==> src/rtl/uart_cmd_decoder.sv <==
// uart_cmd_decoder
//   Assembles 2-byte command frames (byte0 = command code, byte1 = sensor
//   address) from the UART receive stage and validates them. Each valid frame
//   is presented as one command to the sensor controller over a valid/ready
//   handshake. The block runs in the receiver clock domain.
//
// Ports
//   clk_115200hz  in   receiver bit clock
//   rst_n         in   asynchronous reset, active low
//   data[7:0]     in   received byte, sampled only in the byte-strobe cycle
//   control       in   receiver byte-ready level; a rising edge marks a new byte
//   cmd_ready     in   sensor controller accepts the presented command
//   cmd_valid     out  command presented, held until accepted
//   cmd_code[2:0] out  validated command code
//   sensor_addr   out  validated sensor address (5 bits)
//   err_cmd       out  1-cycle pulse, illegal command code (frame discarded)
//   err_addr      out  1-cycle pulse, illegal address (frame discarded)
//   err_timeout   out  1-cycle pulse, address byte not received in time
//   err_overrun   out  1-cycle pulse, byte arrived while a command was pending
//
// state     | meaning
// ----------+---------------------------------------------------------------
// IDLE      | waiting for the command byte
// WAIT_ADDR | command byte accepted, waiting for the address byte (timed)
// ISSUE     | command presented, waiting for cmd_ready

module uart_cmd_decoder #(
   parameter int TIMEOUT_CYCLES = 11520,
   parameter int MAX_ADDR       = 31,
   parameter int MAX_CMD        = 6
) (
   input  logic       clk_115200hz,
   input  logic       rst_n,
   input  logic [7:0] data,
   input  logic       control,
   input  logic       cmd_ready,
   output logic       cmd_valid,
   output logic [2:0] cmd_code,
   output logic [4:0] sensor_addr,
   output logic       err_cmd,
   output logic       err_addr,
   output logic       err_timeout,
   output logic       err_overrun
);

   localparam int TW = (TIMEOUT_CYCLES > 1) ? $clog2(TIMEOUT_CYCLES) : 1;
   localparam logic [TW-1:0] T_LAST     = TW'(TIMEOUT_CYCLES - 1);
   localparam logic [TW-1:0] T_SAT      = '1;
   localparam logic [7:0]    MAX_CMD_B  = 8'(MAX_CMD);
   localparam logic [7:0]    MAX_ADDR_B = 8'(MAX_ADDR);

   typedef enum logic [1:0] {
      IDLE      = 2'd0,
      WAIT_ADDR = 2'd1,
      ISSUE     = 2'd2
   } state_t;

   state_t        state;
   logic          ctl_q;
   logic          stb;
   logic [TW-1:0] timer;
   logic [2:0]    code_q;
   logic          cmd_ok;
   logic          addr_ok;

   // ctl_q resets high so a control level already high at reset release
   // is not mistaken for a new byte.
   assign stb     = control & ~ctl_q;
   assign cmd_ok  = (data <= MAX_CMD_B);
   assign addr_ok = (data <= MAX_ADDR_B);

   always_ff @(posedge clk_115200hz or negedge rst_n) begin
      if (!rst_n) begin
         state       <= IDLE;
         ctl_q       <= 1'b1;
         timer       <= '0;
         code_q      <= '0;
         cmd_valid   <= 1'b0;
         cmd_code    <= '0;
         sensor_addr <= '0;
         err_cmd     <= 1'b0;
         err_addr    <= 1'b0;
         err_timeout <= 1'b0;
         err_overrun <= 1'b0;
      end else begin
         ctl_q       <= control;
         err_cmd     <= 1'b0;
         err_addr    <= 1'b0;
         err_timeout <= 1'b0;
         err_overrun <= 1'b0;

         case (state)
            IDLE: begin
               if (stb) begin
                  if (cmd_ok) begin
                     code_q <= data[2:0];
                     timer  <= '0;
                     state  <= WAIT_ADDR;
                  end else begin
                     err_cmd <= 1'b1;
                  end
               end
            end

            WAIT_ADDR: begin
               if (timer != T_SAT) begin
                  timer <= timer + TW'(1);
               end
               // A byte arriving in the expiry cycle takes priority over the timeout.
               if (stb) begin
                  if (addr_ok) begin
                     cmd_code    <= code_q;
                     sensor_addr <= data[4:0];
                     cmd_valid   <= 1'b1;
                     state       <= ISSUE;
                  end else begin
                     err_addr <= 1'b1;
                     state    <= IDLE;
                  end
               end else if (timer == T_LAST) begin
                  err_timeout <= 1'b1;
                  state       <= IDLE;
               end
            end

            ISSUE: begin
               // Any byte here is dropped, including one in the transfer cycle.
               if (stb) begin
                  err_overrun <= 1'b1;
               end
               if (cmd_ready) begin
                  cmd_valid <= 1'b0;
                  state     <= IDLE;
               end
            end

            default: begin
               cmd_valid <= 1'b0;
               state     <= IDLE;
            end
         endcase
      end
   end

endmodule

==> config.mk <==
export PLATFORM = sky130hd
export DESIGN_NAME = uart_cmd_decoder
export DESIGN_NICKNAME = d
export VERILOG_FILES = /design/src/rtl/uart_cmd_decoder.sv
export SDC_FILE = /design/constraint.sdc
export NUM_CORES = 1
export LEC_CHECK = 0
export BUFFER_PORTS_ARGS = -buffer_cell sky130_fd_sc_hd__buf_2
export CAP_MARGIN = 30
export CORE_ASPECT_RATIO = 0.9
export CORE_MARGIN = 5
export CORE_UTILIZATION = 25
export CTS_CLUSTER_SIZE = 16
export DETAILED_ROUTE_END_ITERATION = 12
export PLACE_DENSITY = 0.51
export SYNTH_ARGS = -nofsm -noshare
export SYNTH_HDL_FRONTEND = slang
export SYNTH_SLANG_ARGS = --single-unit
==> constraint.sdc <==
create_clock -name clk_115200hz -period 2.45 [get_ports clk_115200hz]
set_input_delay 0.1225 -clock clk_115200hz [delete_from_list [all_inputs] [get_ports clk_115200hz]]
set_output_delay 0.1225 -clock clk_115200hz [all_outputs]
set_load 0.005 [all_outputs]
== After elaboration in Yosys (flattened, before gate mapping) ==
Cells that the tools add are included.
W data, S select, Z words.

* Flip-flop bits (word level): 33
* Latch bits: 0
* RAM bits: 0
* Bits in read-only memories: 0
* Memories kept: 0

* Add/subtract/negate cells: 1
* Multipliers: 0
* Divide/modulo/power cells: 0
* Order comparisons: 2
* Equality and inequality tests: 11
* Shift operators: 0
* Mux-type cells: 26
* Bitwise logic cells: 3
* Reduce and logical (&&, ||, !) cells: 7

{| class="wikitable"
|+ Operators with widths
! cell !! number
|-
| $mux W14 || 3
|-
| $pmux W14 S2 || 1
|-
| $add A14 B1 Y14 const B || 1
|-
| $eq A14 B14 Y1 const B || 1
|-
| $mux W1 || 14
|-
| $ne A14 B14 Y1 const B || 1
|-
| $mux W2 || 6
|-
| $ne A2 B2 Y1 const B || 6
|-
| $reduce_and A4 Y1 || 3
|-
| $le A8 B3 Y1 const B || 1
|-
| $le A8 B5 Y1 const B || 1
|-
| $pmux W2 S3 || 1
|-
| $reduce_and A3 Y1 || 2
|-
| $ne A3 B3 Y1 const B || 1
|-
| $pmux W1 S3 || 1
|-
| $eq A2 B1 Y1 const B || 1
|-
| $eq A2 B2 Y1 const B || 1
|-
| $logic_not A2 Y1 || 1
|-
| $not A1 Y1 || 2
|-
| $reduce_bool A2 Y1 || 1
|-
| $and A1 B1 Y1 || 1
|}

== Depth between registers and ports, before layout ==
* Depth in word-level cells: 4
* Depth in mapped cells: 7

== Worst setup path after synthesis ==
No wires, ideal clock.

* Kind: reg2reg
* Start point: reg ctl_q
* End point: reg timer[13]
* Library setup time: 0.126 ns
* Arrival: 1.750 ns
* Required time: 2.324 ns
* Path slack: 0.573 ns
* Cell stages (with the launch flop): 7
* Clock period less this slack: 1.877 ns
* Cells stage by stage: dfstp_2 > nand2b_1 > clkbuf_2 > or4b_4 > buf_6 > a21boi_4 > a221o_1

* Cells in the longest elaborated chain, start to end: 4

{| class="wikitable"
|+ RTL lines
! item !! line !! source
|-
| start, declared || 59 || <nowiki>logic ctl_q;</nowiki>
|-
| start signal, assigned || 86 || <nowiki>ctl_q <= control;</nowiki>
|-
| $not A1 Y1 || 68 || <nowiki>assign stb = control & ~ctl_q;</nowiki>
|-
| $and A1 B1 Y1 || 68 ||
|-
| $ne A2 B2 Y1 (no source line) || -- ||
|-
| $reduce_and A4 Y1 (no source line) || -- ||
|-
| end signal, assigned || 107 || <nowiki>timer <= timer + TW'(1);</nowiki>
|-
| end, declared || 61 || <nowiki>logic [TW-1:0] timer;</nowiki>
|}

Every way passes these cells.
A chain may end at the register's enable or synchronous reset.

== Worst setup path after layout ==
* Start point: reg timer[0]
* End point: reg timer[11]

* Cells in the longest elaborated chain, start to end: 3
* Elaborated cells between the ends (all ways): 6

{| class="wikitable"
|+ RTL lines
! item !! line
|-
| $add A14 B1 Y14 / $ne A14 B14 Y1 (equally long branches) || 107, 106
|-
| $mux W14 / $ne A2 B2 Y1 (equally long branches) || --
|-
| $pmux W14 S2 / $reduce_and A4 Y1 (equally long branches) || --
|}

Parallel ways exist; a longest one is shown, timed or not. The select of a mux whose other input is x is not followed.

==> impl_results.md <==
* Final Instance Area at between 1500 and 2000 µm²
* Syn Inst Count at 150
* DR WL/cell at 13.5 µm
* Clk sinks at 33
* # diodes at 0
* Post-DP Area at between 1500 and 2000 µm²
* Layout cells sized above 1 at a little under a third
* Utilization after layout at between 30 and 40%
* Number of buffers created by CTS at 5
* Hold Vio Cnt, Final at 0
* Remaining DRCs at 0
* IO Pins at 25
* Gr usage total at under 10%
* Comb power frac at a little under an eighth
* Vias in the first global route at 1254
* Register Area at a little over 800 µm²
* Setup Crit Path Kind: reg2reg
* Drt initial violations at 106
* Main combinational cell family by area after synthesis: simple AND/OR/NAND/NOR gates
* Post-route ant nets at 0
* Inst Count DP at 255
* Rows at 28
* Hpwl dp at between 2000 and 2500 µm
* Syn Area/Cell at about 11 µm²
* Setup Buffers After CTS at 0
* Post-route clock period utilization at between 70 and 80%
* Power share of the clock group at a little under two fifths
* Hold Path Origin: cmd_ready
* Post-Synth Adder-Cell Area at 0.759%
* Total power at approximately 1.4 mW
* Switching pwr at slightly above 400 µW
* CP Launch Point: timer[0]
* Critical Path Source Type: flip-flop
* Area growth, synth to finish at 18.1%
* Die area at between 8000 and 9000 µm²
* Global-route wire length before repair at 6300 µm
* Clock skew at a little over 0.01 ns
* Least-Margin Pin Slew at around 0.74 ns
* RSZ-0062 raised after global routing: no
* EDFF count, synth at 0
* GRT Residual Overflow at 0
* # hold bufs at CTS at 2
* # setup viols final at 0
* Nets at between 150 and 200
* Vias at between 1000 and 1500
* Hold WS at just over 0.03 ns
* Reg clk slew, reported paths at 0.08 ns
* Worst-Skew Late Latency at about 0.3 ns
* Register bit total from synthesis at 33
* Synth Area in XOR/XNOR at roughly 1.6%
* Max Cap Viol at 0
* Leakage Power at approximately 0.85 nW
* Iteration count of the initial detailed-routing pass at 5
* CTS root buffer: clkbuf_8
* Net Sw Frac at 28.8%
* VDD IR max at between 200 and 250 µV
* Rel. slew slack at roughly half
* Most used DFF post-synth: dfrtp_1
* Outcome: completed
* Total power per unit cell area at 724 nW/µm²
* R2R Path Start: timer[0]
* Fin Setup TNS at 0 ns
* Drt via density at 4.70
* Post-synthesis async set-or-reset flop share at 100%
* Register area share after synthesis at between 50% and 60%
* Worst EP required at 2.63 ns
* Critical Path End Type: flip-flop
* Gpl congestion at 0.767
* Min-delay worst type: in2reg
* Fmax at approximately 500 MHz
* H-tree depth at 2
* Pins Over Slew Limit at 0
* # resized after CTS at 0
* Setup WS pre-CTS at 0.517 ns
* Crit path time final at 1.95 ns
* Die Span Y at 87.1 µm
* Final setup margin at between 0.4 and 0.5 ns
* Simple-Gate Fraction of Synth Area at between 20% and 30%
* Layout fillers at roughly 670
* Largest net degree at the start of global routing at 34
* Combined area of the multi-input logic cells at ~740 µm²
* Core area at approximately 6500 µm²
* Mux contribution to synthesized area at under 10%
* Initial antenna violation count at 0
* YS warnings at 0
* Synth Area in Compound Gates at a little over an eighth
* Reg power frac at 50.6%
* Initial Util at about a quarter
* Buffers on Ports at 24
* CTS tree: done
* Final WL at between 3000 and 4000 µm
* Crit path arrival time at between 2 and 2.5 ns
* Synthesized Nets at approximately 160
* Int Power at 1.00 mW
* Final non-filler cell total at roughly 270
* Worst-path fanout max at 6
* Clock Tree Buf Depth at 2
* Die W at between 90 and 100 µm
* Post-synthesis cell area at 1650 µm²
* Post-synth cell types at 43
-- sequential cells by signal, summed over array words and instances, names as in the netlist --
| name | cells |
|---|---|
| timer | 14 |
| err_cmd | 1 |
| err_addr | 1 |
| err_timeout | 1 |
| sensor_addr | 5 |
| state | 2 |
| code_q | 3 |
| cmd_code | 3 |
| err_overrun | 1 |
| ctl_q | 1 |
| cmd_valid | 1 |
-- placed cells by master (no fill, tap or decap), types with 3 or more instances in the layout --
master | netlist | final
o21ai_0 | 4 | 4
and4_1 | 3 | 3
buf_2 | 1 | 24
nand2b_1 | 3 | 3
nand4_1 | 5 | 5
nor4_1 | 6 | 6
dfrtp_1 | 32 | 32
clkbuf_8 | 0 | 5
nand3_1 | 6 | 6
mux2_2 | 12 | 12
nor2_1 | 12 | 12
nand2_1 | 12 | 12
and2_1 | 3 | 3
a31oi_1 | 8 | 8
-- cells in the mapped netlist (2+ instances only) --
cell	n	share of area (%)
a31oi_1	8	3.0
nand4_1	5	1.9
o21ai_0	4	1.2
or4_1	2	0.91
xnor2_1	2	1.1
buf_6	5	3.4
dfrtp_1	32	49
nand2b_1	3	1.1
mux2_2	12	8.2
clkbuf_1	3	0.68
nor4_1	6	2.3
a21oi_1	2	0.61
a221o_1	2	1.2
and4_1	3	1.6
nand2_1	12	2.7
a32o_1	2	1.2
and2_1	3	1.1
nor3_1	2	0.61
nor2_1	12	2.7
a22o_2	2	1.2
nand3_1	6	1.8
-- kinds of logic (layout without fill, tap and decap cells) --
| group | count (synthesis) | after routing |
|---|---|---|
| adders and majority gates | 1 | 1 |
| xor gates and xnor gates | 3 | 3 |
| DFF | 33 | 33 |
| and+or+nand+nor | 61 | 61 |
| AOI/OAI and AO/OA | 29 | 29 |
| muxes | 12 | 12 |
| buffers and inverters | 11 | 36 |
-- path summary, 6_finish.rpt --
| kind | slack, ns | cells past startpoint | to |
|---|---|---|---|
| hold / removal | 0.03 | 2 | state[1] |
| min in group asynchronous | 0.43 | 2 | timer[8] |
| hold reg to reg | 0.50 | 1 | cmd_code[2] |
| setup / recovery | 0.50 | 5 | timer[11] |
| setup reg to reg | 0.50 | 5 | timer[11] |
| max in group asynchronous | 1.55 | 2 | timer[3] |
-- routing by layer --
metal / global-route usage [%] / routed length, µm / vias to the layer above
li1: - / - / 613
met1: 13.5 / 1730 / 600
met2: 14.2 / 1600 / 25
met3: 2.59 / 154 / 7
met4: 5.56 / 78 / 0
met5: 0 / 0 / -
-- power by group through the flow --
| stage | logic (mW) | clock network (mW) | registers [mW] |
|---|---|---|---|
| 2_1_floorplan | 0.153 | 0 | 0.672 |
| 3_3_place_gp | 0.164 | 0 | 0.720 |
| 3_5_place_dp | 0.163 | 0 | 0.719 |
| 4_1_cts | 0.166 | 0.548 | 0.709 |
| 5_1_grt | 0.192 | 0.577 | 0.730 |
| 6_report | 0.164 | 0.533 | 0.713 |
-- area by class of cell --
class                   count  share of cell area [%]
inverters                   1                   0.193
repair buffers             27                    7.58
well taps                  90                    5.78
flip-flops and latches     33                    42.5
clock buffers               5                    3.53
clock inverters             3                    2.38
multi-input cells         106                    38.0
-- critical path, cell delays in order, from the launching register on --
cell and delay, ns:
dfrtp_1 0.40, ha_1 0.25, and4_1 0.32, and4_1 0.36
nor2_1 0.14, a221o_2 0.37
(Power assumes the default switching activity.)
